<file path="config.mk">
export PLATFORM = sky130hd
export DESIGN_NAME = inst_feed_stage
export DESIGN_NICKNAME = d
export VERILOG_FILES = /design/src/rtl/inst_feed_pkg.sv /design/src/rtl/inst_feed_stage_fifo.sv /design/src/rtl/inst_feed_stage.sv
export SDC_FILE = /design/constraint.sdc
export NUM_CORES = 1
export LEC_CHECK = 0
export CORE_MARGIN = 2
export CORE_UTILIZATION = 54
export CTS_CLUSTER_SIZE = 20
export DETAILED_ROUTE_END_ITERATION = 6
export GPL_ROUTABILITY_DRIVEN = 0
export GPL_TIMING_DRIVEN = 1
export HOLD_SLACK_MARGIN = 0.06
export PLACE_DENSITY = 0.75
export SLEW_MARGIN = 20
export SYNTH_ARGS = -nofsm -noshare
export SYNTH_HDL_FRONTEND = slang
export SYNTH_HIERARCHICAL = 1
export SYNTH_SLANG_ARGS = --single-unit
</file>
<file path="constraint.sdc">
create_clock -name clk -period 3.9 [get_ports clk]
set_input_delay 0.78 -clock clk [delete_from_list [all_inputs] [get_ports clk]]
set_output_delay 0.78 -clock clk [all_outputs]
set_load 0.1 [all_outputs]
</file>
<file path="src/rtl/inst_feed_pkg.sv">
// -----------------------------------------------------------------------------
// inst_feed_pkg
// Shared definitions for the instruction feed stage:
//   feed_state_e : fetch FSM states (IDLE, WAIT, STALL)
//   SPARC_NOP    : SPARC "nop" encoding (sethi 0, %g0)
//   cnt_width()  : width of an occupancy counter able to hold 0..depth
// -----------------------------------------------------------------------------
package inst_feed_pkg;

    typedef enum logic [1:0] {
        IDLE,
        WAIT,
        STALL
    } feed_state_e;

    localparam logic [31:0] SPARC_NOP = 32'h0100_0000;

    // Occupancy must represent DEPTH itself, hence one bit beyond the pointer.
    function automatic int unsigned cnt_width(input int unsigned depth);
        return $clog2(depth) + 1;
    endfunction

endpackage

</file>
<file path="src/rtl/inst_feed_stage_fifo.sv">
// -----------------------------------------------------------------------------
// inst_fifo
// Synchronous FIFO with occupancy count and no fall-through: a word written in
// a cycle becomes readable only from the next cycle on.
//   clk_i, rst_i  : clock, synchronous active-high reset
//   flush_i       : empty the FIFO; a push in the same cycle is dropped
//   push_i        : write wdata_i (ignored when full)
//   pop_i         : advance the read pointer (ignored when empty)
//   wdata_i       : write data
//   rdata_o       : head word (valid when !empty_o)
//   full_o        : count == DEPTH
//   empty_o       : count == 0
//   count_o       : current occupancy
// -----------------------------------------------------------------------------
module inst_fifo
    import inst_feed_pkg::*;
#(
    parameter int unsigned DEPTH = 16,
    parameter int unsigned WIDTH = 32
) (
    input  logic                          clk_i,
    input  logic                          rst_i,
    input  logic                          flush_i,
    input  logic                          push_i,
    input  logic                          pop_i,
    input  logic [WIDTH-1:0]              wdata_i,
    output logic [WIDTH-1:0]              rdata_o,
    output logic                          full_o,
    output logic                          empty_o,
    output logic [cnt_width(DEPTH)-1:0]   count_o
);

    localparam int unsigned AW = $clog2(DEPTH);
    localparam int unsigned CW = cnt_width(DEPTH);

    logic [WIDTH-1:0] mem_q [DEPTH];
    logic [AW-1:0]    rptr_q, rptr_d;
    logic [AW-1:0]    wptr_q, wptr_d;
    logic [CW-1:0]    count_q, count_d;
    logic             do_push, do_pop;

    // Full/empty come straight from the registered count, so a pop cannot
    // open a slot for a push in the same cycle.
    assign full_o  = (count_q == CW'(DEPTH));
    assign empty_o = (count_q == '0);
    assign do_push = push_i && !full_o && !flush_i;
    assign do_pop  = pop_i && !empty_o && !flush_i;
    assign rdata_o = mem_q[rptr_q];
    assign count_o = count_q;

    always_comb begin
        rptr_d  = rptr_q;
        wptr_d  = wptr_q;
        count_d = count_q;
        if (flush_i) begin
            rptr_d  = '0;
            wptr_d  = '0;
            count_d = '0;
        end else begin
            // Pointers are DEPTH-sized (power of two) and wrap naturally.
            if (do_push) wptr_d = wptr_q + 1'b1;
            if (do_pop)  rptr_d = rptr_q + 1'b1;
            case ({do_push, do_pop})
                2'b10:   count_d = count_q + 1'b1;
                2'b01:   count_d = count_q - 1'b1;
                default: count_d = count_q;
            endcase
        end
    end

    always_ff @(posedge clk_i) begin
        if (rst_i) begin
            rptr_q  <= '0;
            wptr_q  <= '0;
            count_q <= '0;
        end else begin
            rptr_q  <= rptr_d;
            wptr_q  <= wptr_d;
            count_q <= count_d;
        end
    end

    always_ff @(posedge clk_i) begin
        if (do_push) mem_q[wptr_q] <= wdata_i;
    end

endmodule

</file>
<file path="src/rtl/inst_feed_stage.sv">
// -----------------------------------------------------------------------------
// inst_feed_stage
// Instruction supply for the integer unit's icache port. Words pushed by the
// driver are queued and handed out one per core fetch, with optional wait
// states, bounded stalling on an empty queue and NOP substitution.
//   clk, rst        : clock, synchronous active-high reset
//   push_valid/data : driver word offer; accepted when push_ready
//   push_ready      : !full
//   fetch_en        : core requests the next instruction
//   fetch_null      : annul the current fetch (answer NOP, no pop)
//   flush           : discard queue and any pending fetch
//   ic_data         : instruction to the core
//   ic_hold         : active-low stall to the core
//   ic_mds          : one-cycle strobe when data arrives after a hold
//   ic_exception    : always 0
//   fifo_count      : queue occupancy
//   underflow_cnt   : saturating count of timeout NOP substitutions
// -----------------------------------------------------------------------------
module inst_feed_stage
    import inst_feed_pkg::*;
#(
    parameter int unsigned DEPTH       = 16,
    parameter int unsigned WAIT_STATES = 0,
    parameter int unsigned STALL_LIMIT = 8,
    parameter logic [31:0] NOP_WORD    = SPARC_NOP
) (
    input  logic                        clk,
    input  logic                        rst,
    input  logic                        push_valid,
    input  logic [31:0]                 push_data,
    output logic                        push_ready,
    input  logic                        fetch_en,
    input  logic                        fetch_null,
    input  logic                        flush,
    output logic [31:0]                 ic_data,
    output logic                        ic_hold,
    output logic                        ic_mds,
    output logic                        ic_exception,
    output logic [cnt_width(DEPTH)-1:0] fifo_count,
    output logic [15:0]                 underflow_cnt
);

    feed_state_e state_q, state_d;
    logic [3:0]  wait_q, wait_d;
    logic [7:0]  stall_q, stall_d;
    logic [31:0] data_q, data_d;
    logic        hold_q, hold_d;
    logic        mds_q, mds_d;
    logic [15:0] ufl_q, ufl_d;

    logic        pop;
    logic        fifo_full, fifo_empty;
    logic [31:0] fifo_rdata;

    inst_fifo #(
        .DEPTH (DEPTH),
        .WIDTH (32)
    ) u_fifo (
        .clk_i   (clk),
        .rst_i   (rst),
        .flush_i (flush),
        .push_i  (push_valid),
        .pop_i   (pop),
        .wdata_i (push_data),
        .rdata_o (fifo_rdata),
        .full_o  (fifo_full),
        .empty_o (fifo_empty),
        .count_o (fifo_count)
    );

    always_comb begin
        state_d = state_q;
        wait_d  = wait_q;
        stall_d = stall_q;
        data_d  = data_q;
        hold_d  = hold_q;
        mds_d   = 1'b0;
        ufl_d   = ufl_q;
        pop     = 1'b0;

        if (flush) begin
            state_d = IDLE;
            data_d  = NOP_WORD;
            hold_d  = 1'b1;
        end else begin
            case (state_q)
                IDLE: begin
                    if (fetch_en) begin
                        if (fetch_null) begin
                            data_d = NOP_WORD;
                        end else if (WAIT_STATES != 0) begin
                            state_d = WAIT;
                            hold_d  = 1'b0;
                            wait_d  = 4'(WAIT_STATES - 1);
                        end else if (!fifo_empty) begin
                            pop    = 1'b1;
                            data_d = fifo_rdata;
                        end else begin
                            state_d = STALL;
                            hold_d  = 1'b0;
                            stall_d = '0;
                        end
                    end
                end
                WAIT: begin
                    if (wait_q != '0) begin
                        wait_d = wait_q - 1'b1;
                    end else if (!fifo_empty) begin
                        pop     = 1'b1;
                        data_d  = fifo_rdata;
                        hold_d  = 1'b1;
                        mds_d   = 1'b1;
                        state_d = IDLE;
                    end else begin
                        state_d = STALL;
                        stall_d = '0;
                    end
                end
                STALL: begin
                    if (!fifo_empty) begin
                        pop     = 1'b1;
                        data_d  = fifo_rdata;
                        hold_d  = 1'b1;
                        mds_d   = 1'b1;
                        state_d = IDLE;
                    end else if (stall_q == 8'(STALL_LIMIT - 1)) begin
                        data_d  = NOP_WORD;
                        hold_d  = 1'b1;
                        mds_d   = 1'b1;
                        state_d = IDLE;
                        if (ufl_q != '1) ufl_d = ufl_q + 1'b1;
                    end else begin
                        stall_d = stall_q + 1'b1;
                    end
                end
                default: state_d = IDLE;
            endcase
        end
    end

    always_ff @(posedge clk) begin
        if (rst) begin
            state_q <= IDLE;
            wait_q  <= '0;
            stall_q <= '0;
            data_q  <= NOP_WORD;
            hold_q  <= 1'b1;
            mds_q   <= 1'b0;
            ufl_q   <= '0;
        end else begin
            state_q <= state_d;
            wait_q  <= wait_d;
            stall_q <= stall_d;
            data_q  <= data_d;
            hold_q  <= hold_d;
            mds_q   <= mds_d;
            ufl_q   <= ufl_d;
        end
    end

    assign ic_data       = data_q;
    assign ic_hold       = hold_q;
    assign ic_mds        = mds_q;
    assign ic_exception  = 1'b0;
    assign push_ready    = !fifo_full;
    assign underflow_cnt = ufl_q;

endmodule
</file>
* After elaboration in Yosys (flattened, before gate mapping)
Memory sizes are Yosys's and may differ from the RTL's. A register that Yosys moved wholly into a read port is not among the register bits.
Cells that the tools add are included.
** Operators by class
- Multipliers :: 0
- $lt $le $gt $ge :: 0
- Shifts and indexed selects :: 0
- Equality and inequality tests :: 15
- Muxes and demuxes :: 44
- Bitwise operators :: 1
- Reductions and logical operators :: 19
- Add/subtract/negate cells :: 7
- Divide/modulo/power cells :: 0
** Operators by type and width (count)
- two-way mux 32 bit :: 6
- case mux 32 bit (3 select lines) :: 1
- two-way mux 8 bit :: 6
- case mux 8 bit (3 select lines) :: 1
- adder 16 x 1 -> 16 bit (second input constant) :: 1
- two-way mux 1 bit :: 16
- inequality test 16 bit (second input constant) :: 1
- two-way mux 2 bit :: 7
- inequality test 2 bit (second input constant) :: 7
- AND reduction 7 bit :: 2
- case mux 5 bit (2 select lines) :: 1
- AND reduction 5 bit :: 2
- adder 4 x 1 -> 4 bit (second input constant) :: 2
- adder 8 x 1 -> 8 bit (second input constant) :: 1
- equality test 8 x 3 -> 1 bit (second input constant) :: 1
- two-way mux 4 bit :: 2
- case mux 1 bit (3 select lines) :: 2
- case mux 2 bit (3 select lines) :: 1
- adder 5 x 1 -> 5 bit (second input constant) :: 1
- equality test 5 bit (second input constant) :: 1
- logical NOT 5 bit :: 1
- subtractor 5 x 1 -> 5 bit (second input constant) :: 1
- equality test 2 x 1 -> 1 bit (second input constant) :: 2
- equality test 2 bit (second input constant) :: 2
- other kinds (13) :: 18
** Storage, ports and cells
- Latch bits :: 0
- Bits in read-only memories :: 0
- Flip-flop bits (word level) :: 77
- Memories :: 1
- Bits of input ports :: 38
- Word-level logic and storage cells :: 97
- Output and inout bits :: 57
- Bits in writable memories :: 512
** Memories
- u_fifo.mem_q :: words 16, width 32, read ports 1, clocked after memory_dff 1, wr ports 1, line inst_feed_stage_fifo.sv:36 : logic [WIDTH-1:0] mem_q [DEPTH];

* Depth between registers and ports, before layout
- Word-level depth :: 10
- Mapped depth :: 14
- Depth with buffers taken out :: 13

* Hierarchy
Netlist, hierarchy kept.
** Modules (own cells, without submodules)
- inst_fifo :: cells an instance 912, times used 1, sequential area each 15715.1 µm², area an instance 20109.3 µm²
- inst_feed_stage :: cells an instance 242, times used 1, sequential area each 1181.1 µm², area an instance 2493.6 µm²

* Worst setup path after synthesis
OpenSTA, ideal clock, no wires.
- Kind :: register to register
- From :: reg u_fifo.count_q[2] (netlist: u_fifo/count_o[2])
- To :: mem u_fifo.mem_q[0][0], enable pin
- Clock period less this slack :: 4.587 ns
- Cell stages (with the launch flop) :: 6
- Data required time :: 3.439 ns
- Library setup time :: 0.461 ns
- Path slack :: -0.687 ns
- Arrival :: 4.126 ns
- Buffers on the path :: 1
- Cells stage by stage :: dfxtp_1 > buf_4 > nor4_1 > a21oi_1 > nand2_1 > nor3_1
** Between the ends
- Word-level cells in the longest chain between the ends :: 6
** RTL lines
- start, declared :: line inst_feed_stage_fifo.sv:39 : logic [CW-1:0] count_q, count_d;
- start signal, assigned :: line inst_feed_stage_fifo.sv:79 : count_q <= count_d;
- equality test 5 bit :: line inst_feed_stage_fifo.sv:44 : assign full_o = (count_q == CW'(DEPTH));
- logical NOT 1 bit :: line inst_feed_stage_fifo.sv:46 : assign do_push = push_i && !full_o && !flush_i;
- logical AND 1 bit (2 in a row) :: line inst_feed_stage_fifo.sv:46
- two-way mux 1 bit :: line inst_feed_stage_fifo.sv:84 : if (do_push) mem_q[wptr_q] <= wdata_i;
- two-way mux 1 bit (not written as such) :: line inst_feed_stage_fifo.sv:84
- end, declared :: line inst_feed_stage_fifo.sv:36
Every way passes these cells.

* Final worst setup path
- From :: reg u_fifo.count_q[1] (netlist: u_fifo/count_o[1])
- To :: out push_ready
** Between the ends
- Word-level cells in the longest chain between the ends :: 2
** RTL lines
- equality test 5 bit :: line inst_feed_stage_fifo.sv:44
- net fifo_full :: line inst_feed_stage.sv:52 : logic fifo_full, fifo_empty;
- logical NOT 1 bit :: line inst_feed_stage.sv:165 : assign push_ready = !fifo_full;
- end, declared :: line inst_feed_stage.sv:31 : output logic push_ready,
The timed path passes the listed nets, and every way through them passes these cells.

==> flow_summary.yaml <==
logic_synthesis:
  post_synth_and_or_nand_nor_area_fraction_pct: 4.290
  async_flop_share_pct: 0
  synthDominantAreaCellType: "sky130_fd_sc_hd__edfxtp_1"
  post_synth_main_area_contributors: "sky130_fd_sc_hd__edfxtp_1 (68%), sky130_fd_sc_hd__mux4_2 (13%), sky130_fd_sc_hd__dfxtp_1 (6.7%), sky130_fd_sc_hd__a22oi_1 (2.2%), sky130_fd_sc_hd__a22o_1 (1.2%)"
  synth_area_sq_mm: 0.02260
  post_synth_most_frequent_cells: "sky130_fd_sc_hd__edfxtp_1 (512), sky130_fd_sc_hd__mux4_2 (128), sky130_fd_sc_hd__dfxtp_1 (76)"
  yosys.area_share.adder_pct: 0.4982
  synth-warning-count: 6
  yosys_register_bits: 588
  synth_compound_area_share_pct: 5.314
  synth.avg_cell_area_sq_um: 19.59
  ys_flop_type: "sky130_fd_sc_hd__edfxtp_1"
  netlist.area_leader.share_pct: 68.02
  synthCells: 1154
  synth.lib_cells_used.distinct: 61
  post_synth_xor_area_fraction_pct: 0.3100
  syn_nets: 1201
  muxShareOfSynthArea_pct: 13.09
  synth_top_family_by_area: "multiplexers"
  synth_edf_count: 512
  ys_seq_area_share_pct: 74.75
  synthMostInstantiatedCell: "sky130_fd_sc_hd__edfxtp_1"
status:
  run_status: "finished, final reports clean"
die:
  die_w_um: 208.6
  dieArea_sq_mm: 0.04351
  start_util_pct: 54.98
  core_area_sq_mm: 0.04111
  ioPinCount: 95
  die-height_um: 208.6
  floorplan.rows: 74
detailed_routing:
  drt_first_pass_iters: 5
  routed_wirelength_um: 48330
  routed-via-count: 11690
  avgViaCountPerCell: 6.256
  drt_drc_violations_left: 0
  antenna_violating_nets_post_route: 0
  dr.first_iter.drc_count: 1215
  routedWlPerCell_um: 25.87
sta:
  grt_setup_unrepaired: "false"
  setup_viol: 0
  finalCritPeriodShare_pct: 90.19
  clock_skew_ns: 0.01393
  fmax_mhz: 284.3
  report.final.hold_viol_count: 0
  tightest_slew_ns: 1.036
  finalHoldWorstSlack_ns: 0.4744
  min_period_ns: 3.517
  drv_slew: 0
  timing.final.ws_setup_ns: 0.3827
  fin_setup_tns_ns: 0
  max-slew-margin-rel_pct: 30.92
power:
  maximum_vdd_drop_mv: 0.3414
  cellLeakagePower_nw: 8.409
  pwr_density_cell_mw_per_mm2: 489.3
  total_power_mw: 12.99
critical_path:
  nature_of_the_critical_path_endpoint: "primary output"
  worstSetupStartpointType: "flip-flop"
  crit_path_start: "u_fifo/count_o[1]$_SDFFE_PP0P_"
  timing.critical_path.arrival_ns: 2.74
  crit_required_ns: 3.12
  crit-reg2reg-launch: "u_fifo/count_o[1]$_SDFFE_PP0P_"
  timing_worst_setup_path_type: "flip-flop to primary output"
  crit_path_max_fanout: 10
cts:
  cts.clk_slew.worst_paths_ns: 0.06
  tritoncts.num_buffers: 57
  cts_buffer_depth: 3
  clk-insertion-delay-late_ns: 0.60
  tritoncts: "yes"
  post_cts_resized: 0
  cts_max_level: 2
  cts_hold_buf: 0
  cts.repair_timing.setup_buffer_count: 0
  cts_root_buffer: "sky130_fd_sc_hd__clkbuf_16"
  cts.sink_count: 588
min_path:
  min_from: "ic_data[24]$_SDFFE_PP1P_"
  hold_class: "flip-flop to flip-flop"
global_routing:
  pin_count_of_the_biggest_net_entering_global_routing: 53
  grt_util_all_layers_pct: 22.72
  first_pass_grt_wire_length_um: 73930
  grt.overflow.total: 0
  antenna_violations_before_repair: 1
  via_count_of_the_first_global_routing_pass: 11930
placed_design:
  detailed_place_hpwl_um: 26910
  port-buffer-count: 93
  dp_worst_setup_slack_ns: 0.2816
  place_area_sq_mm: 0.02446
final_layout:
  fin_nets: 1334
  layout-drive-gt1-share_pct: 22.47
  final_design_area_no_fill_sq_mm: 0.02654
  area_delta_synth_final_pct: 17.41
job:
  max-cap-violations: 0
==> per-layer routing <==
| metal | vias up | GRT usage [%] | wire length, um |
|---|---|---|---|
| met3 | 84 | 3.096 | 3316 |
| met2 | 457 | 38.25 | 24470 |
| li1 | 5051 | - | - |
| met5 | - | 0 | 0 |
| met4 | 0 | 6.897 | 1168 |
| met1 | 6095 | 31.39 | 19380 |
==> cell type report <==
cell class	count	area [sq um]
Antenna cell	1	2.502
Clock buffer	73	1569
Clock inverter	34	460.4
Fill cell	2723	14570
Inverter	16	60.06
Multi-Input combinational cell	487	5488
Sequential cell	588	16900
Tap cell	532	665.6
Timing Repair Buffer	137	1389
==> metrics by stage <==
step	utilization, %	cells
5_1_grt	64.55	1867
3_5_place_dp	59.51	1758
2_1_floorplan	-	1154
4_1_cts	64.44	1865
3_3_place_gp	59.46	1757
6_report	64.55	1868
==> worst max-delay path: stages (launching register included) <==
cell                              delay (ns)
sky130_fd_sc_hd__dfxtp_1                0.41
sky130_fd_sc_hd__or4_4                  0.59
sky130_fd_sc_hd__nor2_1                 0.13
sky130_fd_sc_hd__inv_1                  0.05
sky130_fd_sc_hd__clkdlybuf4s50_1        0.96
==> where the power goes <==
group / total (mW) / internal, mW / switching (mW)
sequential: 6.86 / 6.85 / 0.00901
clock: 5.88 / 3.62 / 2.26
combinational: 0.243 / 0.0752 / 0.168
==> cells by family (layout without fill, tap and decap cells) <==
group | count (synthesis) | after routing
flip-flops | 588 | 588
other | 1 | 2
AO/OA/AOI/OAI | 162 | 162
multiplexers | 135 | 135
adder cells (fa/ha/maj) | 9 | 9
AND/OR/NAND/NOR | 172 | 172
buffers and inverters | 79 | 260
XOR/XNOR | 8 | 8
==> flip-flops by register name, summed over array words and instances (netlist names), named ones only <==
name,flops
u_fifo/mem_q,512
ic_data,32
underflow_cnt,16
stall_q,8
u_fifo/count_o,5
u_fifo/rptr_q,4
u_fifo/wptr_q,4
ic_hold,1
ic_mds,1
state_q,1
==> cell usage in the layout (no fill, tap or decap), types with 5 or more instances in the layout <==
master                            count
sky130_fd_sc_hd__edfxtp_1           512
sky130_fd_sc_hd__o21ai_0             13
sky130_fd_sc_hd__clkbuf_16           59
sky130_fd_sc_hd__nor2b_1              6
sky130_fd_sc_hd__bufinv_16           12
sky130_fd_sc_hd__nand3_1             11
sky130_fd_sc_hd__a21oi_1             22
sky130_fd_sc_hd__a22o_1              31
sky130_fd_sc_hd__nand2_1             50
sky130_fd_sc_hd__xor2_1               5
sky130_fd_sc_hd__nor2_1              23
sky130_fd_sc_hd__buf_4               34
sky130_fd_sc_hd__clkinv_1            13
sky130_fd_sc_hd__or4_1               11
sky130_fd_sc_hd__nand2b_1             5
sky130_fd_sc_hd__clkinv_2             6
sky130_fd_sc_hd__dfxtp_1             74
sky130_fd_sc_hd__clkdlybuf4s50_1     93
sky130_fd_sc_hd__nor4_1               5
sky130_fd_sc_hd__nor2_4              13
sky130_fd_sc_hd__a22oi_1             65
sky130_fd_sc_hd__mux4_2             128
sky130_fd_sc_hd__buf_12               8
sky130_fd_sc_hd__clkbuf_1            10
sky130_fd_sc_hd__ha_1                 9
sky130_fd_sc_hd__inv_1               16
sky130_fd_sc_hd__o31ai_1             15
sky130_fd_sc_hd__or3_1                5
==> path summary, 6_finish.rpt <==
| check | endpoint | slack, ns | depth (start not counted) |
|---|---|---|---|
| hold reg to reg | ic_data[24]$_SDFFE_PP1P_ | 0.47 | 2 |
| setup / recovery | push_ready | 0.38 | 4 |
| setup reg to reg | u_fifo/count_o[2]$_SDFFE_PP0P_ | 0.69 | 12 |
| hold / removal | ic_data[24]$_SDFFE_PP1P_ | 0.47 | 2 |
Note: power is estimated with default switching activity, not from simulation.
